<file path="src/rtl/if_fetch_if.sv">
// ---------------------------------------------------------------------------
// if_fetch_if
// Bundle of every signal of the instruction-fetch stage other than clk/rst.
//   master : the fetch stage (drives imem_req/imem_addr and the IF/ID triple)
//   slave  : the surroundings (instruction memory, ID redirect, IF/ID stall)
// Signals:
//   stall            IF/ID cannot capture this cycle
//   br_flag/target   redirect request from ID (single-cycle pulse)
//   imem_req/addr    fetch request and word address to instruction memory
//   imem_ack/rdata   memory accepted the request; instruction word this cycle
//   if_pc/inst/valid registered instruction delivered to IF/ID
//   if_adel          misaligned fetch flag (only with FETCH_ALIGN_CHECK_EN)
// ---------------------------------------------------------------------------
interface if_fetch_if;
  logic        stall;
  logic        br_flag;
  logic [31:0] br_target;
  logic        imem_req;
  logic [31:0] imem_addr;
  logic        imem_ack;
  logic [31:0] imem_rdata;
  logic [31:0] if_pc;
  logic [31:0] if_inst;
  logic        if_valid;
`ifdef FETCH_ALIGN_CHECK_EN
  logic        if_adel;
`endif

  modport master (
    input  stall, br_flag, br_target, imem_ack, imem_rdata,
`ifdef FETCH_ALIGN_CHECK_EN
    output if_adel,
`endif
    output imem_req, imem_addr, if_pc, if_inst, if_valid
  );

  modport slave (
    output stall, br_flag, br_target, imem_ack, imem_rdata,
`ifdef FETCH_ALIGN_CHECK_EN
    input  if_adel,
`endif
    input  imem_req, imem_addr, if_pc, if_inst, if_valid
  );
endinterface

</file>
<file path="src/rtl/if_fetch.sv">
// ---------------------------------------------------------------------------
// if_fetch
// Instruction-fetch stage of flowCPU_mips. Owns the PC, issues word fetches
// over a variable-latency req/ack handshake, delivers one registered
// (pc, inst, valid) triple per cycle to IF/ID, absorbs a stall with a
// one-entry hold buffer and applies branch/jump redirects from ID.
// Ports:
//   clk   rising-edge clock
//   rst   asynchronous, active-low reset
//   bus   if_fetch_if.master (memory handshake, redirect, IF/ID outputs)
// Parameter:
//   RESET_PC  PC loaded on reset, first fetch address
// Build option:
//   FETCH_ALIGN_CHECK_EN  when defined, a redirect to a non-word-aligned
//   target delivers a single if_adel-flagged slot and halts fetching until
//   the next redirect; when undefined, br_target[1:0] is ignored.
// ---------------------------------------------------------------------------
module if_fetch #(
  parameter logic [31:0] RESET_PC = 32'h0000_0000
) (
  input logic        clk,
  input logic        rst,
  if_fetch_if.master bus
);

  typedef enum logic [2:0] {
    S_IDLE,   // first cycle after reset release
    S_FETCH,  // request outstanding for pc
    S_HOLD,   // word parked in the hold buffer, waiting for a free slot
    S_FLUSH,  // waiting out a wrong-path request, its data is discarded
    S_HALT    // misaligned redirect delivered, no fetching until redirect
  } state_e;

  state_e      state_q, state_d;
  logic [31:0] pc_q, pc_d;
  logic        req_q, req_d;
  logic [31:0] addr_q, addr_d;
  logic [31:0] out_pc_q, out_pc_d;
  logic [31:0] out_inst_q, out_inst_d;
  logic        out_valid_q, out_valid_d;
  logic [31:0] hold_pc_q, hold_pc_d;
  logic [31:0] hold_inst_q, hold_inst_d;
  logic        halt_q, halt_d;     // FLUSH must end in HALT, not FETCH
  logic        adel_q, adel_d;

  logic        slot_free;
  logic        misaligned;
  logic [31:0] target;

`ifdef FETCH_ALIGN_CHECK_EN
  assign target     = bus.br_target;
  assign misaligned = bus.br_target[1:0] != 2'b00;
`else
  logic unused_br_lsb;
  assign target        = {bus.br_target[31:2], 2'b00};
  assign misaligned    = 1'b0;
  assign unused_br_lsb = ^bus.br_target[1:0];
`endif

  always_comb begin
    // NOTE: every _d gets a default first, so no path through the case
    // statements can leave a signal unassigned and infer a latch.
    state_d     = state_q;
    pc_d        = pc_q;
    out_pc_d    = out_pc_q;
    out_inst_d  = out_inst_q;
    out_valid_d = out_valid_q;
    hold_pc_d   = hold_pc_q;
    hold_inst_d = hold_inst_q;
    halt_d      = halt_q;
    adel_d      = adel_q;

    slot_free = !out_valid_q || !bus.stall;

    // A free slot means the current output is consumed (or was empty);
    // whatever loads below overrides this.
    if (slot_free) begin
      out_valid_d = 1'b0;
      adel_d      = 1'b0;
    end

    if (bus.br_flag) begin
      // Redirect wins over stall and ack; everything held here is wrong-path.
      pc_d        = target;
      out_valid_d = 1'b0;
      adel_d      = 1'b0;
      halt_d      = misaligned;
      if (misaligned) begin
        out_pc_d    = target;
        out_inst_d  = 32'h0;
        out_valid_d = 1'b1;
        adel_d      = 1'b1;
      end
      // An unacked request must still complete before the address may move.
      if (req_q && !bus.imem_ack) state_d = S_FLUSH;
      else if (misaligned)        state_d = S_HALT;
      else                        state_d = S_FETCH;
    end else begin
      unique case (state_q)
        S_IDLE:  state_d = S_FETCH;
        S_FETCH: begin
          if (bus.imem_ack) begin
            pc_d = pc_q + 32'd4;
            if (slot_free) begin
              out_pc_d    = pc_q;
              out_inst_d  = bus.imem_rdata;
              out_valid_d = 1'b1;
            end else begin
              hold_pc_d   = pc_q;
              hold_inst_d = bus.imem_rdata;
              state_d     = S_HOLD;
            end
          end
        end
        S_HOLD: begin
          if (slot_free) begin
            out_pc_d    = hold_pc_q;
            out_inst_d  = hold_inst_q;
            out_valid_d = 1'b1;
            state_d     = S_FETCH;
          end
        end
        S_FLUSH: begin
          if (bus.imem_ack) state_d = halt_q ? S_HALT : S_FETCH;
        end
        S_HALT:  state_d = S_HALT;
        default: state_d = S_IDLE;
      endcase
    end

    // Request/address are registered from the next state so they are clean
    // flop outputs; FLUSH keeps presenting the stale address until its ack.
    req_d  = (state_d == S_FETCH) || (state_d == S_FLUSH);
    addr_d = (state_d == S_FETCH) ? pc_d : addr_q;
  end

  // NOTE: sequential state uses non-blocking assignments only, so every flop
  // samples the pre-edge value of the others regardless of evaluation order.
  always_ff @(posedge clk or negedge rst) begin
    if (!rst) begin
      state_q     <= S_IDLE;
      pc_q        <= RESET_PC;
      req_q       <= 1'b0;
      addr_q      <= RESET_PC;
      out_pc_q    <= 32'h0;
      out_inst_q  <= 32'h0;
      out_valid_q <= 1'b0;
      hold_pc_q   <= 32'h0;
      hold_inst_q <= 32'h0;
      halt_q      <= 1'b0;
      adel_q      <= 1'b0;
    end else begin
      state_q     <= state_d;
      pc_q        <= pc_d;
      req_q       <= req_d;
      addr_q      <= addr_d;
      out_pc_q    <= out_pc_d;
      out_inst_q  <= out_inst_d;
      out_valid_q <= out_valid_d;
      hold_pc_q   <= hold_pc_d;
      hold_inst_q <= hold_inst_d;
      halt_q      <= halt_d;
      adel_q      <= adel_d;
    end
  end

  assign bus.imem_req  = req_q;
  assign bus.imem_addr = addr_q;
  assign bus.if_pc     = out_pc_q;
  assign bus.if_inst   = out_inst_q;
  assign bus.if_valid  = out_valid_q;
`ifdef FETCH_ALIGN_CHECK_EN
  assign bus.if_adel   = adel_q;
`else
  logic unused_adel;
  assign unused_adel = adel_q;
`endif

endmodule
</file>
<file path="src/flat_wrapper.sv">
// flat-port wrapper written by rule: the top's interface ports become plain ports
module if_fetch_flat 
#(
  parameter logic [31:0] RESET_PC = 32'h0000_0000
)
  (clk, rst, bus_stall, bus_br_flag, bus_br_target, bus_imem_ack, bus_imem_rdata, bus_imem_req, bus_imem_addr, bus_if_pc, bus_if_inst, bus_if_valid);
  if_fetch_if bus_i ();
  input logic clk;
  input logic rst;
  input wire logic [$bits(bus_i.stall)-1:0] bus_stall;
  input wire logic [$bits(bus_i.br_flag)-1:0] bus_br_flag;
  input wire logic [$bits(bus_i.br_target)-1:0] bus_br_target;
  input wire logic [$bits(bus_i.imem_ack)-1:0] bus_imem_ack;
  input wire logic [$bits(bus_i.imem_rdata)-1:0] bus_imem_rdata;
  output wire logic [$bits(bus_i.imem_req)-1:0] bus_imem_req;
  output wire logic [$bits(bus_i.imem_addr)-1:0] bus_imem_addr;
  output wire logic [$bits(bus_i.if_pc)-1:0] bus_if_pc;
  output wire logic [$bits(bus_i.if_inst)-1:0] bus_if_inst;
  output wire logic [$bits(bus_i.if_valid)-1:0] bus_if_valid;
  assign bus_i.stall = bus_stall;
  assign bus_i.br_flag = bus_br_flag;
  assign bus_i.br_target = bus_br_target;
  assign bus_i.imem_ack = bus_imem_ack;
  assign bus_i.imem_rdata = bus_imem_rdata;
  assign bus_imem_req = bus_i.imem_req;
  assign bus_imem_addr = bus_i.imem_addr;
  assign bus_if_pc = bus_i.if_pc;
  assign bus_if_inst = bus_i.if_inst;
  assign bus_if_valid = bus_i.if_valid;
  if_fetch #(.RESET_PC(RESET_PC)) u_core (.clk(clk), .rst(rst), .bus(bus_i));
endmodule
</file>
<file path="config.mk">
export PLATFORM = sky130hd
export DESIGN_NAME = if_fetch_flat
export DESIGN_NICKNAME = d
export VERILOG_FILES = /design/src/rtl/if_fetch_if.sv /design/src/rtl/if_fetch.sv /design/src/flat_wrapper.sv
export SDC_FILE = /design/constraint.sdc
export NUM_CORES = 1
export LEC_CHECK = 0
export BUFFER_PORTS_ARGS = -buffer_cell sky130_fd_sc_hd__buf_2
export CORE_ASPECT_RATIO = 0.7
export CORE_MARGIN = 10
export CORE_UTILIZATION = 35
export CTS_CLUSTER_DIAMETER = 30
export CTS_CLUSTER_SIZE = 20
export DETAILED_ROUTE_END_ITERATION = 7
export HOLD_SLACK_MARGIN = 0.15
export PLACE_DENSITY = 0.58
export SYNTH_ARGS = -nofsm -noshare
export SYNTH_HDL_FRONTEND = slang
export SYNTH_SLANG_ARGS = --single-unit
</file>
<file path="constraint.sdc">
create_clock -name clk -period 2.5 [get_ports clk]
set_input_delay 0.5 -clock clk [delete_from_list [all_inputs] [get_ports clk]]
set_output_delay 0.5 -clock clk [all_outputs]
set_load 0.01 [all_outputs]
</file>
# Yosys cells after proc, flatten, opt, wreduce, memory -nomap -nowiden

Cells that the tools add are included.

Input bits: 69
Word-level logic and storage cells: 54
Bits in registers: 197

Equality and inequality tests: 9
Reductions and logical operators: 10
Multiplexer cells: 23
Bitwise gates (word level): 2
Add/subtract/negate cells: 1

Operators with widths:

| operator                | number |
|---|---|
| $mux W32                | 9 |
| $pmux W32 S2            | 2 |
| $add A32 B3 Y32 const B | 1 |
| $mux W3                 | 5 |
| $pmux W3 S5             | 1 |
| $eq A3 B2 Y1 const B    | 3 |
| $eq A3 B1 Y1 const B    | 2 |
| $reduce_and A5 Y1       | 1 |
| $mux W1                 | 4 |
| $ne A2 B1 Y1 const B    | 2 |
| $reduce_and A4 Y1       | 1 |
| $eq A3 B3 Y1 const B    | 1 |
| $logic_not A1 Y1        | 3 |
| $logic_not A3 Y1        | 1 |
| $logic_or A1 B1 Y1      | 2 |
| $mux W2                 | 1 |
| $ne A2 B2 Y1 const B    | 1 |
| $not A1 Y1              | 2 |
| $pmux W1 S2             | 1 |
| $reduce_bool A2 Y1      | 1 |
| $logic_and A1 B1 Y1     | 1 |

# Logic depth before layout (Yosys ltp)

Gate-level depths: netlist (run 1).

Word-level depth: 8
Mapped depth: 8
Mapped depth without buffers: 6

# Least setup slack after synthesis (run 1)

No wires, ideal clock.

Kind: input -> register
From: input port bus_br_flag
To: register u_core.addr_q[29] (netlist: u_core.bus.imem_addr[29])
Stages: 8
Library setup time: 0.126 ns
Buffers on the path: 3
Arrival: 1.902 ns
Slack: 0.472 ns
Cells stage by stage: buf_2 nand4bb_1 a21oi_2 or2_1 buf_2 nor2_1 buf_2 a221o_1

Longest elaborated chain between the ends: 2
Elaborated cells on any way between the ends: 3
Those cells by class: eq/ne: 1; mux: 2

Ends and longest elaborated chain:

| item                 | RTL line           | text |
|---|---|---|
| from (decl)          | flat_wrapper.sv:11 | `input wire logic [$bits(bus_i.br_flag)-1:0] bus_br_flag;` |
| $mux W3              | if_fetch.sv:82     | `if (bus.br_flag) begin` |
| $eq A3 B1 Y1         | if_fetch.sv:134    | `addr_d = (state_d == S_FETCH) ? pc_d : addr_q;` |
| to (signal assigned) | if_fetch.sv:156    | `addr_q <= addr_d;` |
| to (decl)            | if_fetch.sv:37     | `logic [31:0] addr_q, addr_d;` |

Parallel ways exist; a longest one is shown, timed or not.
A chain may end at the register's enable or synchronous reset.

# Worst setup path in the final report (run 1)

From: register u_core.state_q[2]
To: register u_core.addr_q[25] (netlist: u_core.bus.imem_addr[25])

Longest elaborated chain between the ends: 5
Elaborated cells on any way between the ends: 14
Those cells by class: eq/ne: 5; mux: 8; reduce/logical: 1

Ends and longest elaborated chain:

| item                   | RTL line        | text |
|---|---|---|
| from (decl)            | if_fetch.sv:34  | `state_e state_q, state_d;` |
| from (signal assigned) | if_fetch.sv:153 | `state_q <= state_d;` |
| $mux W3                | if_fetch.sv:104 | `if (slot_free) begin` |
| $mux W3                | if_fetch.sv:102 | `if (bus.imem_ack) begin` |
| $pmux W3 S5            | if_fetch.sv:99  | `unique case (state_q)` |
| $mux W3                | if_fetch.sv:82  |  |
| $eq A3 B1 Y1           | if_fetch.sv:134 |  |

Parallel ways exist; a longest one is shown, timed or not.

==> summary.md, run 1 <==
| Metric | Value |
|---|---|
| Status | completed |
| Chip Height | 152 µm |
| Max_slew headroom | 0.351 |
| CP Launch Point | u_core.state_q[2]$_DFF_PN0_ |
| Routability congestion estimate | 0.790 |
| Final ANT Viol Nets | 0 |
| Post CTS Setup Buffer Count | 0 |
| R2R depth | 5 |
| Initial core utilization | 0.355 |
| CTS H-tree lvls | 4 |
| CP Buf/Inv Count | 0 |
| Post-route DRC violation count | 0 |
| Mapped Nets | 804 |
| Yosys reg bits | 197 |
| # rows | 48 |
| Commonest cells after routing, fill and taps aside | dfrtp_1 (197), buf_2 (163), nand2_1 (100) |
| Fin. max-slew vios | 0 |
| Synth Area in Compound Gates | 0.0758 |
| Largest family of logic cells by synthesized area | multiplexers |
| Commonest non-fill, non-tap cell in the layout | dfrtp_1 |
| Avg WL per Cell | 19.0 µm |
| Hold Path Class | in2reg |
| Post-Synth Simple-Gate Area | 0.115 |
| Post-CTS resize count | 0 |
| Clock tree buffer depth | 2 |
| Multiplexer share of the synthesized area | 0.195 |
| RSZ-0062 raised after global routing | false |
| Syn Inst Count | between 700 and 800 |
| Post-Synth XOR/XNOR Area | 0.0221 |
| Setup violators final | 0 |
| WHS Path Cells | 2 |
| Synth Cell Area | approximately 8700 µm² |
| Fraction of layout cells with a size suffix above 1 | 0.339 |
| Min-Delay Endpoint | u_core.pc_q[18]$_DFF_PN0_ |
| Core area | 24,600 µm² |
| Peak Freq | roughly 460 MHz |
| Vias in the first global route | about 6,300 |
| Critical path endpoint category | flop |
| Power density cells | 812 nW/µm² |
| Final Power | slightly below 9 mW |
| Setup crit start kind | flop |
| Post-Syn Area per Cell | 11.9 µm² |
| Most used DFF post-synth | dfrtp_1 |
| Share of flip-flops with an asynchronous set or reset | 1.00 |
| Arrival time at the worst endpoint | 2.51 ns |
| Synth area leader | dfrtp_1 |
| Final Hold Violating Endpoints | 0 |
| R2R Path End | u_core.bus.imem_addr[25]$_DFFE_PN0N_ |
| Top Family by Delay on Critical Path | simple AND/OR/NAND/NOR gates |
| Ys Warns | 0 |
| Hold-fix buffers at CTS | 1 |
| Final worst path period share | 0.876 |
| Adder-cell share of the synthesized area | 0.00144 |
| Gr ovfl total | 0 |
| PortBufs | 164 |
| Fin area | 10,700 µm² |
| First-pass GRT wire length | 37,700 µm |
| Max Cap Violations | 0 |
| Reg clk slew, reported paths | 0.07 ns |
| CTS Buf Count | 17 |
| Root Buffer | clkbuf_16 |
| Top cell type's share of synthesized area | 0.566 |
| CP required | between 2 and 3 ns |
| Final Critical Period | 2.19 ns |
| Post-synthesis sequential area ratio | 0.566 |
| CP Depth | 5 |
| Initial DRC Count | 249 |
| GRT Overall Usage | 0.150 |
| Placed cell areas | 10,100 µm² |
| Max FO, Critical Path | 9 |
| Via count | roughly 6,100 |
| Initial antenna violation count | 1 |
| Vias per inst | 4.95 |
| Cell Chain, Critical Path | and4bb_1 -> nand4_4 -> nor4_1 -> xor2_1 -> a221o_1 |
| Setup tns final | 0 ns |
| Die width | 209 µm |
| # clock sinks | 197 |
| Synth cell types | 51 |
| CTS tree | yes |
| Reg2Reg Setup Slack | a little over 0.3 ns |
| Worst path max stage delay | 0.50 ns |
| Clock Skew | slightly above 0.009 ns |
| Tightest Pin Transition | 0.970 ns |
| Top-level port count | 167 |
| Critical path type | reg2reg |
| Reg2reg start | u_core.state_q[2]$_DFF_PN0_ |
| Top cells by area, synth | dfrtp_1 (57%), mux2_2 (10%), mux2i_1 (7.4%) |
| Nets | 974 |
| Detailed Routing Iterations Pass 1 | 4 |
| Min-delay src | bus_br_target[18] |
| Worst path slowest cell | and4bb_1 |
| P&R area growth vs syn | 23.2% |
| Leakage power | 4.90 nW |
| Die footprint | 31,700 µm² |
| Drt total wl | between 20,000 and 25,000 µm |
| Largest net degree at the start of global routing | 89 |
| Clk Latency, worst-skew pair | 0.44 ns |
| Post-synth EDFFs | 0 |
| Maximum VDD drop | 513 µV |
| Dpl hpwl | 16,700 µm |
| Core occupancy in the finished layout | 0.437 |
worst max-delay path by stage:
stage	to
2_1_floorplan	u_core.bus.imem_addr[29]$_DFFE_PN0N_
3_3_place_gp	u_core.bus.imem_addr[27]$_DFFE_PN0N_
3_5_place_dp	u_core.bus.imem_addr[25]$_DFFE_PN0N_
4_1_cts	u_core.bus.imem_addr[25]$_DFFE_PN0N_
5_1_grt	u_core.bus.imem_addr[26]$_DFFE_PN0N_
6_report	u_core.bus.imem_addr[25]$_DFFE_PN0N_
stage by stage:
step	std cells	worst slack, ns	hold slack, ns
after floorplan	734	0.472	0.204
after CTS	1242	0.330	0.278
after global placement	1209	0.235	0.457
after detailed placement	1209	0.158	0.461
final	1243	0.310	0.300
after global routing	1243	0.203	0.281
flip-flops by register name, indices dropped and copies added, names as in the netlist:
register / flops
u_core.bus.if_valid: 1
u_core.bus.if_pc: 32
u_core.bus.imem_req: 1
u_core.pc_q: 32
u_core.bus.imem_addr: 32
u_core.hold_inst_q: 32
u_core.hold_pc_q: 32
u_core.bus.if_inst: 32
u_core.state_q: 3
final cells by class:
cell class,instances,area [µm²]
multi-input combinational,487,3590
timing repair buffer,194,1140
tap,325,407
inverter,7,26.3
clock buffer,21,460
fill,2375,13800
clock inverter,11,173
antenna,1,2.50
sequential,197,4930
synth_stat cells (all sizes together) (6+ instances only):
| cell type | number |
|---|---|
| and2 | 6 |
| nand3 | 9 |
| nand4 | 13 |
| nor3b | 6 |
| xor2 | 11 |
| mux2 | 94 |
| xnor2 | 11 |
| nor2 | 12 |
| a221o | 8 |
| o21ai | 74 |
| nor3 | 6 |
| buf | 25 |
| dfrtp | 197 |
| inv | 6 |
| clkbuf | 18 |
| a21oi | 10 |
| mux2i | 64 |
| nand2 | 100 |
| and3 | 16 |
worst reg2reg max path, cell delays in order (launching register included):
cell      delay [ns]
dfrtp_1         0.46
and4bb_1        0.50
nand4_4         0.25
nor4_1          0.38
xor2_1          0.15
a221o_1         0.34
power by group:
part           switching, mW  internal (mW)  leakage, nW
Combinational          0.828          0.745         2.17
Sequential             0.352           3.80         2.42
Clock                   1.26           1.74        0.308
Total                   2.44           6.28         4.90
layer usage:
| metal | vias up | part of all wire | global-route usage |
|---|---|---|---|
| met5 | - | 0 | 0 |
| met4 | 0 | 0.010 | 0.0369 |
| met3 | 16 | 0.061 | 0.0483 |
| met2 | 131 | 0.43 | 0.215 |
| met1 | 3055 | 0.50 | 0.212 |
| li1 | 2945 | - | - |
logic make-up after synthesis:
logic type,Yosys count
xor+xnor,22
compound gates,110
flops,197
buf+inv,50
simple gates,196
mux,158
fa+ha+maj,1
(Power assumes the default switching activity.)
==> run 2: changes to the inputs <==
- REMOVE_ABC_BUFFERS: unset -> 1
==> run 2 against run 1 <==
Critical path depth did not move. Core utilization fell by 0.26 points. Clock power is essentially flat. Sequential power is essentially flat. Clock skew decreased by 0.0011 ns. Setup slack better by 0.059 ns. Highest routed layer unchanged.
==> summary.md, run 2 (synthesis gave the netlist of run 1 again) <==
| Metric | Value |
|---|---|
| RSZ-0062 raised after global routing | false |
| Post-Place Cells | 1,205 |
| CTS H-tree lvls | 4 |
| Chip Height | about 150 µm |
| Hold Path Class | in2reg |
| Initial antenna violation count | 1 |
| Routability congestion estimate | 0.785 |
| Post-route DRC violation count | 0 |
| GRT Overall Usage | 0.147 |
| Reg clk slew, reported paths | 0.07 ns |
| Setup violators final | 0 |
| Vias per inst | just under 5 |
| P&R area growth vs syn | 22.4% |
| Critical path type | reg2reg |
| Commonest non-fill, non-tap cell in the layout | dfrtp_1 |
| Worst path max stage delay | 0.77 ns |
| Reg2reg start | u_core.state_q[0]$_DFF_PN0_ |
| Critical path endpoint category | flop |
| Status | completed |
| Nets | 970 |
| Gr ovfl total | 0 |
| Final worst path period share | 0.852 |
| Max Cap Violations | 0 |
| CTS Buf Count | 17 |
| Final Critical Period | 2.13 ns |
| CP required | 2.86 ns |
| Cell Chain, Critical Path | nand2b_1 -> a311oi_2 -> or2_1 -> nor2_1 -> a221o_1 |
| CP Depth | 5 |
| PortBufs | 164 |
| First-pass GRT wire length | between 30,000 and 40,000 µm |
| WHS | 0.304 ns |
| Via count | 6,122 |
| Setup crit start kind | flop |
| Root Buffer | clkbuf_16 |
| Initial core utilization | 0.355 |
| Max FO, Critical Path | 12 |
| Core area | 24,600 µm² |
| Arrival time at the worst endpoint | 2.49 ns |
| Drt total wl | about 23,000 µm |
| Worst path slowest cell | nor2_1 |
| Die width | 209 µm |
| Vias in the first global route | 6,249 |
| Clock Skew | about 0.008 ns |
| Fraction of layout cells with a size suffix above 1 | 0.336 |
| Leakage power | 4.87 nW |
| Min-delay src | bus_imem_rdata[22] |
| Detailed Routing Iterations Pass 1 | 5 |
| Fin. max-slew vios | 0 |
| CP Launch Point | u_core.state_q[0]$_DFF_PN0_ |
| Largest net degree at the start of global routing | 69 |
| Dpl hpwl | around 16,000 µm |
| Die footprint | 31,700 µm² |
| Clk Latency, worst-skew pair | 0.43 ns |
| Avg WL per Cell | 18.7 µm |
| Top Family by Delay on Critical Path | simple AND/OR/NAND/NOR gates |
| Tightest Pin Transition | 1.02 ns |
| CTS tree | yes |
| Final Hold Violating Endpoints | 0 |
| # clock sinks | between 150 and 200 |
| Maximum VDD drop | roughly 470 µV |
| R2R depth | 5 |
| Commonest cells after routing, fill and taps aside | dfrtp_1 (197), buf_2 (163), nand2_1 (100) |
| WHS Path Cells | 2 |
| Initial DRC Count | around 250 |
| # rows | 48 |
| Final ANT Viol Nets | 0 |
| Top-level port count | 167 |
| Finished Layout Cells | 1,239 |
| CP Buf/Inv Count | 0 |
| Clock tree buffer depth | 2 |
| Max_slew headroom | 0.315 |
| Power density cells | 811 nW/µm² |
| Peak Freq | 469 MHz |
[run 2: layout make-up]
| type | count | area (µm²) |
|---|---|---|
| timing repair buffer | 190 | 1090 |
| fill | 2372 | 13900 |
| multi-input combinational | 487 | 3590 |
| inverter | 7 | 26.3 |
| antenna | 1 | 2.50 |
| sequential | 197 | 4930 |
| clock buffer | 20 | 447 |
| clock inverter | 12 | 176 |
| tap | 325 | 407 |
[run 2: repair_timing]
action                                  CTS  global route
hold buffers                              1             0
buffers inserted                          0             0
gates resized for setup                   0             0
endpoints found under the setup margin    0             0
hold endpoints to repair                 28             0
[run 2: final timing paths]
| path | slack (ns) | end |
|---|---|---|
| max | 0.37 | u_core.bus.imem_addr[30]$_DFFE_PN0N_ |
| min | 0.30 | u_core.hold_inst_q[22]$_DFFE_PN0P_ |
| max reg2reg | 0.37 | u_core.bus.imem_addr[30]$_DFFE_PN0N_ |
| min reg2reg | 0.47 | u_core.bus.if_pc[7]$_DFFE_PN0P_ |
| max in group asynchronous | 1.20 | u_core.hold_inst_q[31]$_DFFE_PN0P_ |
| min in group asynchronous | 0.52 | u_core.bus.if_inst[1]$_DFFE_PN0P_ |
[run 2: metal layers]
metal | up-vias | part of all wire | track usage
met2 | 126 | 0.43 | 0.221
met1 | 3036 | 0.51 | 0.211
met3 | 11 | 0.047 | 0.0350
met4 | 0 | 0.0065 | 0.0297
met5 | - | 0 | 0
li1 | 2949 | - | -
[run 2: metrics by stage]
stage	util	cell area [µm²]	total power, mW	setup slack [ns]	setup TNS (ns)
6_report	0.434	10700	8.65	0.369	0
5_1_grt	0.434	10700	9.18	0.168	0
4_1_cts	0.434	10700	8.80	0.368	0
3_5_place_dp	0.408	10000	5.78	0.234	0
3_3_place_gp	0.408	10000	5.73	0.255	0
2_1_floorplan	-	8520	5.02	-5.48	-434.93
[run 2: power breakdown]
part           leakage [nW]  switching [mW]  internal, mW
Sequential             2.42           0.352          3.80
Combinational          2.14           0.802         0.730
Clock                 0.301            1.26          1.71
Total                  4.87            2.42          6.24
[run 2: worst register-to-register path, delay by kind of cell (launching register included)]
| family | cells | cell delay (ns) |
|---|---|---|
| compound gates | 2 | 0.40 |
| flops | 1 | 0.47 |
| simple gates | 3 | 1.20 |
==> run 3: changes to the inputs <==
- CORE_ASPECT_RATIO: 0.7 -> 0.6
==> run 3 against run 2 <==
First-iteration DRC count is 27% higher. Clock skew is 0.0016 ns higher. Non-clock buffer count is 3 higher. Via count is 1.1% lower. Highest routed layer unchanged. Cell area hardly changed. Critical path depth stayed put. Global-route usage is 0.43 points higher. Largest power group unchanged. Critical path type unchanged. Die area is 0.34% higher. Fmax is 7.3% lower.
==> summary.md, run 3 (synthesis gave the netlist of run 1 again) <==
| Metric | Value |
|---|---|
| Status | completed |
| Fin area | around 11,000 µm² |
| Max_slew headroom | 0.228 |
| Post-route DRC violation count | 0 |
| Initial core utilization | 0.358 |
| Worst path slowest cell | nor2_1 |
| Max FO, Critical Path | 12 |
| Largest net degree at the start of global routing | 63 |
| Leakage power | 4.86 nW |
| PortBufs | approximately 160 |
| Setup tns final | 0 ns |
| RSZ-0062 raised after global routing | false |
| Clk Latency, worst-skew pair | 0.44 ns |
| First-pass GRT wire length | 37,500 µm |
| Die footprint | 31,800 µm² |
| P&R area growth vs syn | 22.4% |
| Clock Skew | 0.00974 ns |
| Setup violators final | 0 |
| Setup crit start kind | flop |
| Final worst path period share | 0.920 |
| Tightest Pin Transition | around 1.2 ns |
| CP required | around 2.9 ns |
| Top Family by Delay on Critical Path | simple AND/OR/NAND/NOR gates |
| # rows | 44 |
| Commonest non-fill, non-tap cell in the layout | dfrtp_1 |
| Detailed Routing Iterations Pass 1 | 4 |
| Power density cells | between 700 and 800 nW/µm² |
| Fin. max-slew vios | 0 |
| Hold Path Class | in2reg |
| Post-CTS resize count | 0 |
| # clock sinks | 197 |
| Arrival time at the worst endpoint | 2.68 ns |
| Max Cap Violations | 0 |
| Chip Height | 142 µm |
| Routability congestion estimate | 0.802 |
| CTS Buf Count | 17 |
| Final ANT Viol Nets | 0 |
| GRT Overall Usage | 0.152 |
| Avg WL per Cell | roughly 19 µm |
| CTS H-tree lvls | 4 |
| Critical path type | reg2reg |
| Setup ws final | 0.200 ns |
| Nets | 973 |
| Vias per inst | 4.88 |
| Gr ovfl total | 0 |
| Die width | 224 µm |
| Critical path endpoint category | flop |
| Initial DRC Count | a little over 300 |
| WHS | 0.297 ns |
| Core occupancy in the finished layout | 0.438 |
| Finished Layout Cells | between 1,000 and 1,500 |
| Fraction of layout cells with a size suffix above 1 | 0.337 |
| Via count | 6,057 |
| Place WS | 0.121 ns |
| Initial antenna violation count | 3 |
| Placed cell areas | 10,100 µm² |
| CTS tree | yes |
| Reg clk slew, reported paths | 0.07 ns |
| Post-Place Cells | 1,205 |
| Commonest cells after routing, fill and taps aside | dfrtp_1 (197), buf_2 (163), nand2_1 (100) |
| Worst path max stage delay | between 0.8 and 0.9 ns |
| Clock tree buffer depth | 2 |
| Dpl hpwl | approximately 17,000 µm |
| Top-level port count | 167 |
| Cell Chain, Critical Path | nand3b_1 -> a311oi_2 -> or2_1 -> nor2_1 -> a221o_1 |
| Vias in the first global route | roughly 6,300 |
| Filler cell count | around 2,300 |
| Final Power | 8.36 mW |
| Peak Freq | 435 MHz |
| Maximum VDD drop | 432 µV |
| Final Critical Period | 2.30 ns |
| Root Buffer | clkbuf_16 |
| Final Hold Violating Endpoints | 0 |
| CP Buf/Inv Count | 0 |
| Drt total wl | 23,600 µm |
| Core area | 24,300 µm² |
[run 3: changes by cell type in the layout (fill, tap and decap cells not counted)]
cell	change
clkbuf_1	+1
diode_2	+1
clkinv_2	-1
inv_6	-2
clkbuf_8	+5
clkinv_4	+1
buf_12	+3
bufinv_16	-4
[run 3: report_power, final]
part           internal [mW]  switching (mW)  total (mW)  leakage (nW)
registers               3.80           0.356        4.15          2.42
clock network           1.43            1.21        2.64         0.273
logic                  0.744           0.820        1.56          2.17
[run 3: repair_timing]
item                                   4_1_cts  5_1_grt
endpoints found under the hold margin       58        0
buffers inserted                             0        0
hold buffers                                 1        0
[run 3: layout make-up]
| cell class | count | area (µm²) | area share |
|---|---|---|---|
| Sequential cell | 197 | 4930 | 0.462 |
| Clock inverter | 6 | 42.5 | 0.00399 |
| Clock buffer | 26 | 519 | 0.0487 |
| Tap cell | 322 | 403 | 0.0378 |
| Antenna cell | 2 | 5.00 | 0.000469 |
| Inverter | 7 | 26.3 | 0.00246 |
| Timing Repair Buffer | 193 | 1150 | 0.108 |
| Multi-Input combinational cell | 487 | 3590 | 0.337 |
[run 3: per-layer routing]
metal  track usage  wire length [µm]  vias to the layer above
met4        0.0418               235                        0
met1         0.217             12200                     2946
met5             0                 0                        -
met3        0.0503              1490                       19
met2         0.212              9680                      132
li1              -                 -                     2960
[run 3: path summary, 6_finish.rpt]
path | start | end | slack [ns] | cells after the start
setup / recovery | u_core.state_q[1]$_DFF_PN0_ | u_core.bus.imem_addr[28]$_DFFE_PN0N_ | 0.20 | 5
hold / removal | bus_imem_rdata[30] | u_core.hold_inst_q[30]$_DFFE_PN0P_ | 0.30 | 2
setup reg to reg | u_core.state_q[1]$_DFF_PN0_ | u_core.bus.imem_addr[28]$_DFFE_PN0N_ | 0.20 | 5
hold reg to reg | u_core.bus.if_pc[16]$_DFFE_PN0P_ | u_core.bus.if_pc[16]$_DFFE_PN0P_ | 0.47 | 2
max in group asynchronous | rst | u_core.bus.if_inst[0]$_DFFE_PN0P_ | 1.21 | 3
min in group asynchronous | rst | u_core.bus.if_pc[10]$_DFFE_PN0P_ | 0.63 | 2
[run 3: worst register-to-register path: stages, from the launching register on]
cell	delay [ns]
dfrtp_1	0.45
nand3b_1	0.20
a311oi_2	0.17
or2_1	0.26
nor2_1	0.87
a221o_1	0.29
